--- config.mk ---
export PLATFORM = sky130hd
export DESIGN_NAME = uart_cmd_ctrl
export DESIGN_NICKNAME = d
export VERILOG_FILES = /design/src/rtl/uart_cmd_ctrl.sv
export SDC_FILE = /design/constraint.sdc
export NUM_CORES = 1
export LEC_CHECK = 0
export BUFFER_PORTS_ARGS = -buffer_cell sky130_fd_sc_hd__buf_2
export CAP_MARGIN = 20
export CORE_ASPECT_RATIO = 2
export CORE_MARGIN = 2
export CORE_UTILIZATION = 31
export DETAILED_ROUTE_END_ITERATION = 7
export GPL_TIMING_DRIVEN = 1
export PLACE_DENSITY = 0.59
export SYNTH_ARGS = -nofsm -noshare
export SYNTH_HDL_FRONTEND = slang
export SYNTH_SLANG_ARGS = --single-unit
--- constraint.sdc ---
create_clock -name clk -period 4.85 [get_ports clk]
set_clock_uncertainty 0.05 [all_clocks]
set_input_delay 0.485 -clock clk [delete_from_list [all_inputs] [get_ports clk]]
set_output_delay 0.485 -clock clk [all_outputs]
set_load 0.01 [all_outputs]
--- src/rtl/uart_cmd_ctrl.sv ---
// UART command front end: decodes received bytes into game commands, drops
// repeats of the same direction inside a hold window, and queues them in a FWFT FIFO.
module uart_cmd_ctrl #(
    parameter int unsigned REPEAT_GAP = 1_000_000,
    parameter int unsigned FIFO_DEPTH = 4
) (
    input  logic                          clk,
    input  logic                          rst_n,
    input  logic                          rx_done,
    input  logic [7:0]                    rx_byte,
    input  logic                          cmd_ready,
    input  logic                          clr_ovf,
    output logic                          cmd_valid,
    output logic [1:0]                    cmd_dir,
    output logic                          cmd_restart,
    output logic                          overflow,
    output logic [7:0]                    bad_cnt,
    output logic [$clog2(FIFO_DEPTH):0]   fifo_count,
    output logic                          dbg_filt_state_o
);

    localparam int PTR_W = $clog2(FIFO_DEPTH);
    localparam int CNT_W = PTR_W + 1;
    localparam int GAP_W = $clog2(REPEAT_GAP + 1);
    localparam logic [GAP_W-1:0] GAP_LAST = GAP_W'(REPEAT_GAP - 1);
    localparam logic [CNT_W-1:0] CNT_FULL = CNT_W'(FIFO_DEPTH);

    typedef enum logic {
        F_OPEN = 1'b0,
        F_HOLD = 1'b1
    } filt_state_e;

    // Handshake: a head entry transfers on any rising edge where cmd_valid and
    // cmd_ready are both high; cmd_valid never depends on cmd_ready.

    // ---------------------------------------------------------------- decode
    logic       dec_rec;
    logic [2:0] dec_code;

    always_comb begin
        dec_rec  = 1'b1;
        dec_code = 3'b000;
        case (rx_byte)
            8'h57, 8'h77: dec_code = 3'b000;
            8'h53, 8'h73: dec_code = 3'b001;
            8'h41, 8'h61: dec_code = 3'b010;
            8'h44, 8'h64: dec_code = 3'b011;
            8'h52, 8'h72: dec_code = 3'b100;
            default:      dec_rec  = 1'b0;
        endcase
    end

    // --------------------------------------------------------- repeat filter
    filt_state_e      state_q, state_d;
    logic [2:0]       last_code_q, last_code_d;
    logic [GAP_W-1:0] gap_q, gap_d;
    logic             cand;

    always_comb begin
        state_d     = state_q;
        last_code_d = last_code_q;
        gap_d       = gap_q;
        cand        = 1'b0;

        if (state_q == F_HOLD) begin
            if (gap_q == GAP_LAST) begin
                state_d = F_OPEN;
                gap_d   = '0;
            end else begin
                gap_d = gap_q + GAP_W'(1);
            end
        end

        // Restart always goes through and never disturbs the hold window.
        if (rx_done && dec_rec) begin
            if (dec_code[2]) begin
                cand = 1'b1;
            end else if (state_q == F_OPEN || dec_code != last_code_q) begin
                cand        = 1'b1;
                last_code_d = dec_code;
                gap_d       = '0;
                state_d     = F_HOLD;
            end
        end
    end

    always_ff @(posedge clk or negedge rst_n) begin
        if (!rst_n) begin
            state_q     <= F_OPEN;
            last_code_q <= 3'b000;
            gap_q       <= '0;
        end else begin
            state_q     <= state_d;
            last_code_q <= last_code_d;
            gap_q       <= gap_d;
        end
    end

    assign dbg_filt_state_o = state_q;

    // ------------------------------------------------------------------ FIFO
    logic [2:0]       mem_q [FIFO_DEPTH];
    logic [PTR_W-1:0] wr_ptr_q, wr_ptr_d;
    logic [PTR_W-1:0] rd_ptr_q, rd_ptr_d;
    logic [CNT_W-1:0] count_q, count_d;
    logic             full;
    logic             pop;
    logic             push;
    logic             drop;
    logic [2:0]       head;

    assign full = (count_q == CNT_FULL);
    assign pop  = cmd_valid && cmd_ready;
    // A pop on the same edge frees the slot, so a full FIFO can still accept.
    assign push = cand && (!full || pop);
    assign drop = cand && full && !pop;

    always_comb begin
        wr_ptr_d = wr_ptr_q;
        rd_ptr_d = rd_ptr_q;
        count_d  = count_q;
        if (push) begin
            wr_ptr_d = wr_ptr_q + PTR_W'(1);
        end
        if (pop) begin
            rd_ptr_d = rd_ptr_q + PTR_W'(1);
        end
        case ({push, pop})
            2'b10:   count_d = count_q + CNT_W'(1);
            2'b01:   count_d = count_q - CNT_W'(1);
            default: count_d = count_q;
        endcase
    end

    always_ff @(posedge clk or negedge rst_n) begin
        if (!rst_n) begin
            wr_ptr_q <= '0;
            rd_ptr_q <= '0;
            count_q  <= '0;
        end else begin
            wr_ptr_q <= wr_ptr_d;
            rd_ptr_q <= rd_ptr_d;
            count_q  <= count_d;
        end
    end

    always_ff @(posedge clk) begin
        if (push) begin
            mem_q[wr_ptr_q] <= dec_code;
        end
    end

    assign head        = mem_q[rd_ptr_q];
    assign cmd_valid   = (count_q != '0);
    assign cmd_dir     = (cmd_valid && !head[2]) ? head[1:0] : 2'b00;
    assign cmd_restart = cmd_valid && head[2];
    assign fifo_count  = count_q;

    // ------------------------------------------------------ status counters
    logic       ovf_q, ovf_d;
    logic [7:0] bad_q, bad_d;
    logic       bad_evt;

    assign bad_evt = rx_done && !dec_rec;

    // Set events take priority over a same-cycle clear.
    always_comb begin
        ovf_d = ovf_q;
        bad_d = bad_q;
        if (drop) begin
            ovf_d = 1'b1;
        end else if (clr_ovf) begin
            ovf_d = 1'b0;
        end
        if (bad_evt) begin
            bad_d = (bad_q == 8'hFF) ? bad_q : bad_q + 8'd1;
        end else if (clr_ovf) begin
            bad_d = 8'h00;
        end
    end

    always_ff @(posedge clk or negedge rst_n) begin
        if (!rst_n) begin
            ovf_q <= 1'b0;
            bad_q <= 8'h00;
        end else begin
            ovf_q <= ovf_d;
            bad_q <= bad_d;
        end
    end

    assign overflow = ovf_q;
    assign bad_cnt  = bad_q;

endmodule

# ---- Yosys cells after proc, flatten, opt, wreduce, memory -nomap -nowiden
# Memories as Yosys holds them, arrays and structs flattened.
# Index checks and enable logic that the tools add are counted.
dict set report op_classes {
  n_addsub 6
  bitwise 2
  reduce_logical 25
  n_eq_ne 17
  n_mux 24
}
# cell n
set ops {}
lappend ops {{$mux 20} 5}
lappend ops {{$eq 8x7->1 const B} 10}
lappend ops {{$mux 8} 3}
lappend ops {{$add 20x1->20 const B} 1}
lappend ops {{$eq 20x20->1 const B} 1}
lappend ops {{$mux 1} 13}
lappend ops {{$pmux 3 s4} 1}
lappend ops {{$reduce_or 10->1} 1}
lappend ops {{$add 8x1->8 const B} 1}
lappend ops {{$eq 8x8->1 const B} 1}
lappend ops {{$logic_and 1x1->1} 8}
lappend ops {{$reduce_or 2->1} 4}
lappend ops {{$pmux 3 s2} 1}
lappend ops {{$reduce_bool 2->1} 3}
lappend ops {{$add 2x1->2 const B} 2}
lappend ops {{$logic_not 1->1} 4}
lappend ops {{$add 3x1->3 const B} 1}
lappend ops {{$eq 3x3->1 const B} 1}
lappend ops {{$ne 3x2->1} 1}
lappend ops {{$reduce_and 3->1} 1}
lappend ops {{$reduce_bool 3->1} 1}
lappend ops {{$sub 3x1->3 const B} 1}
lappend ops {{$eq 2x1->1 const B} 1}
lappend ops {{$eq 2x2->1 const B} 1}
lappend ops {{other kinds (5)} 7}
dict set report word_totals {
  output_inout_bits 17
  ff_bits 39
  ramBits 12
  mem_count 1
}
# memory depth width read_ports rd_ports_with_merged_regs write_ports line_no
set memory_table {}
lappend memory_table {mem_q 4 3 1 0 1 102} ;# logic [2:0] mem_q [FIFO_DEPTH];

# ---- Depth between registers and ports, before layout
dict set report logic_depth {
  depth_word 11
  depth_mapped 10
  depth_no_buf 9
}

# ---- Least setup slack after synthesis
# OpenSTA, ideal clock, no wires.
dict set report synth_timing {
  path_kind {input-to-reg}
  start {in rx_byte[0]}
  end {reg count_q[2] (netlist: fifo_count[2])}
  arrival_ps 2367
  cell_stages 10
  required_time_ps 4667
  slack_ps 2300
  cell_sequence {buf_6 nor4b_1 o21ai_2 xnor2_1 o211a_4 nor2_1 fa_1 nand2b_1 o211a_1 nand4b_1}
}
dict set report synth_via {
  elab_chain_cells 11
  word_cells_on_any_way 28
  classes_between {13 x eq/ne; 6 x mux; 9 x reduce/logical}
}
# item line_no
set synth_rtl {}
lappend synth_rtl {{start: declaration} 10} ;# input logic [7:0] rx_byte,
lappend synth_rtl {{$eq 8x7->1} 43} ;# case (rx_byte)
lappend synth_rtl {{$reduce_or 2->1} 43}
lappend synth_rtl {{$pmux 3 s4} 43}
lappend synth_rtl {{$ne 3x2->1} 78} ;# end else if (state_q == F_OPEN || dec_code != last_code_q) begin
lappend synth_rtl {{$logic_or 1x1->1} 78}
lappend synth_rtl {{$mux 1} 78}
lappend synth_rtl {{$mux 1} 76} ;# if (dec_code[2]) begin
lappend synth_rtl {{$mux 1 *} 75} ;# if (rx_done && dec_rec) begin
lappend synth_rtl {{$logic_and 1x1->1 *} 115} ;# assign push = cand && (!full || pop);
lappend synth_rtl {{$eq 2x1->1 / $eq 2x2->1 (equally long branches)} 128} ;# case ({push, pop})
lappend synth_rtl {{$pmux 3 s2 / $reduce_bool 2->1 (equally long branches)} n/a}
lappend synth_rtl {{end signal: assignment} 143} ;# count_q <= count_d;
lappend synth_rtl {{end: declaration} 105} ;# logic [CNT_W-1:0] count_q, count_d;
# Every way passes the cells marked *; elsewhere a longest branch is shown, timed or not.
# A chain may end at the register's enable or synchronous reset.

# ---- Worst setup path after layout
dict set report layout_timing {
  start {in rx_byte[3]}
  end {reg count_q[2] (netlist: fifo_count[2])}
}
# Same word-level chain as after synthesis.

==> parameters.txt <==
Parameter                              Value

CTS
  CTS Buf Count    5
  Maximum count of clock buffers along a single path    2
  Clk root buf    sky130_fd_sc_hd__clkbuf_16
  Clock tree from TritonCTS    done
  H-tree depth    2
  Number of buffers inserted by hold repair at cts    0
  Clock net sink count    between 50 and 60
  Buffer count from post-CTS setup fixing    0
  Clock latency at the later pin of the worst-skew pair    290 ps
  CTS clock-pin slew for the worst setup and hold paths    70 ps
  Total of cells resized after clock tree synthesis    0

Finish
  Filler Cells Inserted    867
  Final Non-Filler Cells    around 390
  Layout Nets    302
  Flip-flop and latch area    1340 sq um
  Multi-input gate area in the final layout    between 1000 and 1500 sq um
  P&R area growth vs syn    13.5%
  Total non-filler cell area in the finished layout    approximately 3200 sq um
  Share of post-route cells with drive strength above 1    a little over a fifth
  Antenna diode count    0

Synth
  Count of flip-flops with a built-in enable after synthesis    12
  Adder and majority cell fraction of the synthesized area    between 3 and 4%
  Async set-reset flop share out of synthesis    76.5%
  Proportion of synthesized area in mux cells    4.24%
  Ys flop type    sky130_fd_sc_hd__dfrtp_1
  Portion of synthesized cell area occupied by the leading cell type    34.8%
  Number of library cell types mapped by synthesis    between 50 and 60
  Cell with the most instances after synthesis    sky130_fd_sc_hd__dfrtp_1
  Post-synthesis register bit count    a little over 50
  Compound-Gate Fraction of Synth Area    a little under a tenth
  Synth top area cells    sky130_fd_sc_hd__dfrtp_1 35%, sky130_fd_sc_hd__edfxtp_1 13%, sky130_fd_sc_hd__xor2_1 4.4%, sky130_fd_sc_hd__nor2_4 4.0%, sky130_fd_sc_hd__xnor2_1 3.4%
  Combinational family with the most area after synthesis    simple AND/OR/NAND/NOR gates
  Yosys warns    0
  Post-Syn Area    2800 sq um
  XOR/XNOR share of the synthesized area    around 7.8%
  Cell types with the highest counts after synthesis    39 x sky130_fd_sc_hd__dfrtp_1, 20 x sky130_fd_sc_hd__nor2_1, 17 x sky130_fd_sc_hd__nand2_1, 17 x sky130_fd_sc_hd__nand3_1
  Average instance area after synthesis    about 11 sq um
  Cell taking the most area after synthesis    sky130_fd_sc_hd__dfrtp_1
  Simple-Gate Fraction of Synth Area    between 20% and 30%
  Sequential share of the synthesized area    47.7%
  Gate count after technology mapping    approximately 250
  Post-synth net total    273

Critical path
  Flop-to-flop setup slack    ~2400 ps
  Critical R2R Launch    dbg_filt_state_o$_DFF_PN0_
  Critical path's slowest cell    sky130_fd_sc_hd__fa_1
  Crit path largest cell delay    420 ps
  Highest fanout seen on the critical path    10
  CP Data Required Time    4960 ps
  Buffer and inverter count on the worst path    1
  Cell family with the largest share of critical-path delay    compound AO/OA/AOI/OAI gates
  Reg2reg path depth    9
  CP Launch Point    rx_byte[3]
  Arrival time at the worst endpoint    around 2700 ps
  Element type at the critical path end    flop
  Startpoint type of the worst setup path    primary input
  Critical setup path kind    in2reg
  Ordered list of cells on the worst path    buf_2 -> nor3b_4 -> a31oi_1 -> o311ai_2 -> o211a_4 -> nor2_1 -> fa_1 -> nand2b_1 -> o211a_1 -> nand4b_1
  Reg-to-reg critical path endpoint    fifo_count[2]$_DFFE_PN0P_

GRT
  Number of global-route vias before repair    2103
  GRT overflow    0
  Pin count of the biggest net entering global routing    40
  First-pass GRT wire length    just under 10000 microns
  All-Layer GR Usage    about 12%
  Initial antenna violation count    0

STA
  Peak Freq    388 MHz
  Post-route fraction of the period consumed by the critical path    53.2%
  Number of endpoints failing setup at the final stage    0
  Number of slew-limit violations in the final report    0
  Number of hold-slack violations in the final timing report    0
  Sum Neg Setup Slack    0 ps
  Worst-Margin Slew    around 970 ps
  RSZ-0062 raised after global routing    false
  Worst path setup slack after routing    2270 ps
  Min Hold Slack    about 260 ps
  Final critical path time including I/O delays and setup    roughly 2600 ps
  Rel. slew slack    a little over a third

Routing
  Detailed-route wire length    between 5000 and 6000 microns
  Detailed-routing iteration count for the pre-antenna-repair pass    6
  Post-detailed-route count of antenna-violating nets    0
  Vias post-DR    about 2000
  DRC Markers    0
  Avg Vias per Cell    approximately 5.1
  Detailed-route wire length per cell    ~14 microns
  Initial DRC Count    58

Placed design
  Pre-CTS setup slack    1940 ps
  Number of I/O port buffers    28
  Post-Place Cell Area    around 3000 sq um
  Placed wire-length estimate    4140 microns
  Dpl cells    377
  Routability congestion estimate    0.757

Pwr
  IR drop worst, VDD    between 150 and 200 uV
  Power density over cell area    roughly 410 nW/um^2
  Reported leakage power    1.35 nW

Floorplanning
  Number of primary I/O pins    30
  Die Width    71.2 microns
  Site Rows    between 40 and 50
  Core box area    just under 9000 sq um
  Vertical extent of the die    138 microns
  Die area    approximately 9900 sq um
  Initial standard-cell utilization of the core    between 30% and 40%

Hold path
  Kind of path behind the tightest hold check    in2async

Status
  Result of the run    completed

Run
  Max capacitance violation total    0
[logic make-up after synthesis]
kind of cell / count (synthesis)
muxes: 7
adders and majority gates: 7
AOI/OAI and AO/OA: 33
and+or+nand+nor: 110
xor gates and xnor gates: 25
buffers and inverters: 20
DFF: 51
[layout by cell type, fill, tap and decap left out, types with 2 or more instances in the layout]
| master | n |
|---|---|
| sky130_fd_sc_hd__buf_2 | 28 |
| sky130_fd_sc_hd__o2111ai_1 | 2 |
| sky130_fd_sc_hd__and2b_1 | 2 |
| sky130_fd_sc_hd__mux2_4 | 2 |
| sky130_fd_sc_hd__o22ai_1 | 2 |
| sky130_fd_sc_hd__and2_1 | 4 |
| sky130_fd_sc_hd__nand2_1 | 17 |
| sky130_fd_sc_hd__nor3_1 | 6 |
| sky130_fd_sc_hd__mux4_2 | 3 |
| sky130_fd_sc_hd__nor4_1 | 2 |
| sky130_fd_sc_hd__nor2_1 | 20 |
| sky130_fd_sc_hd__nor4b_1 | 3 |
| sky130_fd_sc_hd__inv_1 | 14 |
| sky130_fd_sc_hd__xor2_1 | 14 |
| sky130_fd_sc_hd__and4_1 | 2 |
| sky130_fd_sc_hd__nand2b_1 | 4 |
| sky130_fd_sc_hd__o21ai_0 | 12 |
| sky130_fd_sc_hd__edfxtp_1 | 12 |
| sky130_fd_sc_hd__clkbuf_16 | 5 |
| sky130_fd_sc_hd__and3_1 | 6 |
| sky130_fd_sc_hd__ha_1 | 6 |
| sky130_fd_sc_hd__dfrtp_1 | 39 |
| sky130_fd_sc_hd__nand4_1 | 6 |
| sky130_fd_sc_hd__nor2_4 | 10 |
| sky130_fd_sc_hd__xnor2_1 | 11 |
| sky130_fd_sc_hd__nand3_1 | 17 |
| sky130_fd_sc_hd__a21oi_1 | 2 |
| sky130_fd_sc_hd__a31oi_1 | 2 |
| sky130_fd_sc_hd__nor2b_1 | 4 |
[registers in the layout, summed over array words and instances (netlist names)]
register and flops:
dbg_filt_state_o 1, gap_q 20, rd_ptr_q 2, overflow 1
mem_q 12, last_code_q 2, bad_cnt 8, fifo_count 3
wr_ptr_q 2
[stage by stage]
| step | util [%] | total power (W) |
|---|---|---|
| detailed placement | 33.8 | 0.000925 |
| global route | 35.8 | 0.00140 |
| finish | 35.8 | 0.00131 |
| floorplan | - | 0.000818 |
| CTS | 35.8 | 0.00134 |
| global placement | 33.8 | 0.000912 |
[how the worst max path moves through the flow]
stage,end,cells past startpoint
floorplan,fifo_count[2]$_DFFE_PN0P_,10
global placement,fifo_count[2]$_DFFE_PN0P_,10
detailed placement,fifo_count[2]$_DFFE_PN0P_,10
CTS,fifo_count[2]$_DFFE_PN0P_,10
global route,gap_q[19]$_DFF_PN0_,7
finish,fifo_count[2]$_DFFE_PN0P_,10
[area by class of cell]
cell class	instances	share of cell area, %
clock buffers	5	3.93
clock inverters	3	1.46
inverters	14	1.65
multi-input cells	182	42.5
flip-flops and latches	51	42.0
well taps	102	4.01
repair buffers	28	4.41
[where the power goes]
group | switching (W) | leakage [nW] | internal (W) | total, W
Sequential | 0.0000823 | 0.607 | 0.000499 | 0.000581
Clock | 0.000162 | 0.0804 | 0.000245 | 0.000407
Combinational | 0.000158 | 0.661 | 0.000168 | 0.000326
Total | 0.000402 | 1.35 | 0.000912 | 0.00131
[layer usage]
metal | track usage (%) | wire [microns] | vias up
li1 | - | - | 955
met4 | 5.96 | 136 | 0
met2 | 23.9 | 3200 | 27
met5 | 0 | 0 | -
met3 | 1.24 | 115 | 7
met1 | 12.6 | 1950 | 993
No activity file was read; power rests on OpenSTA's default activity.
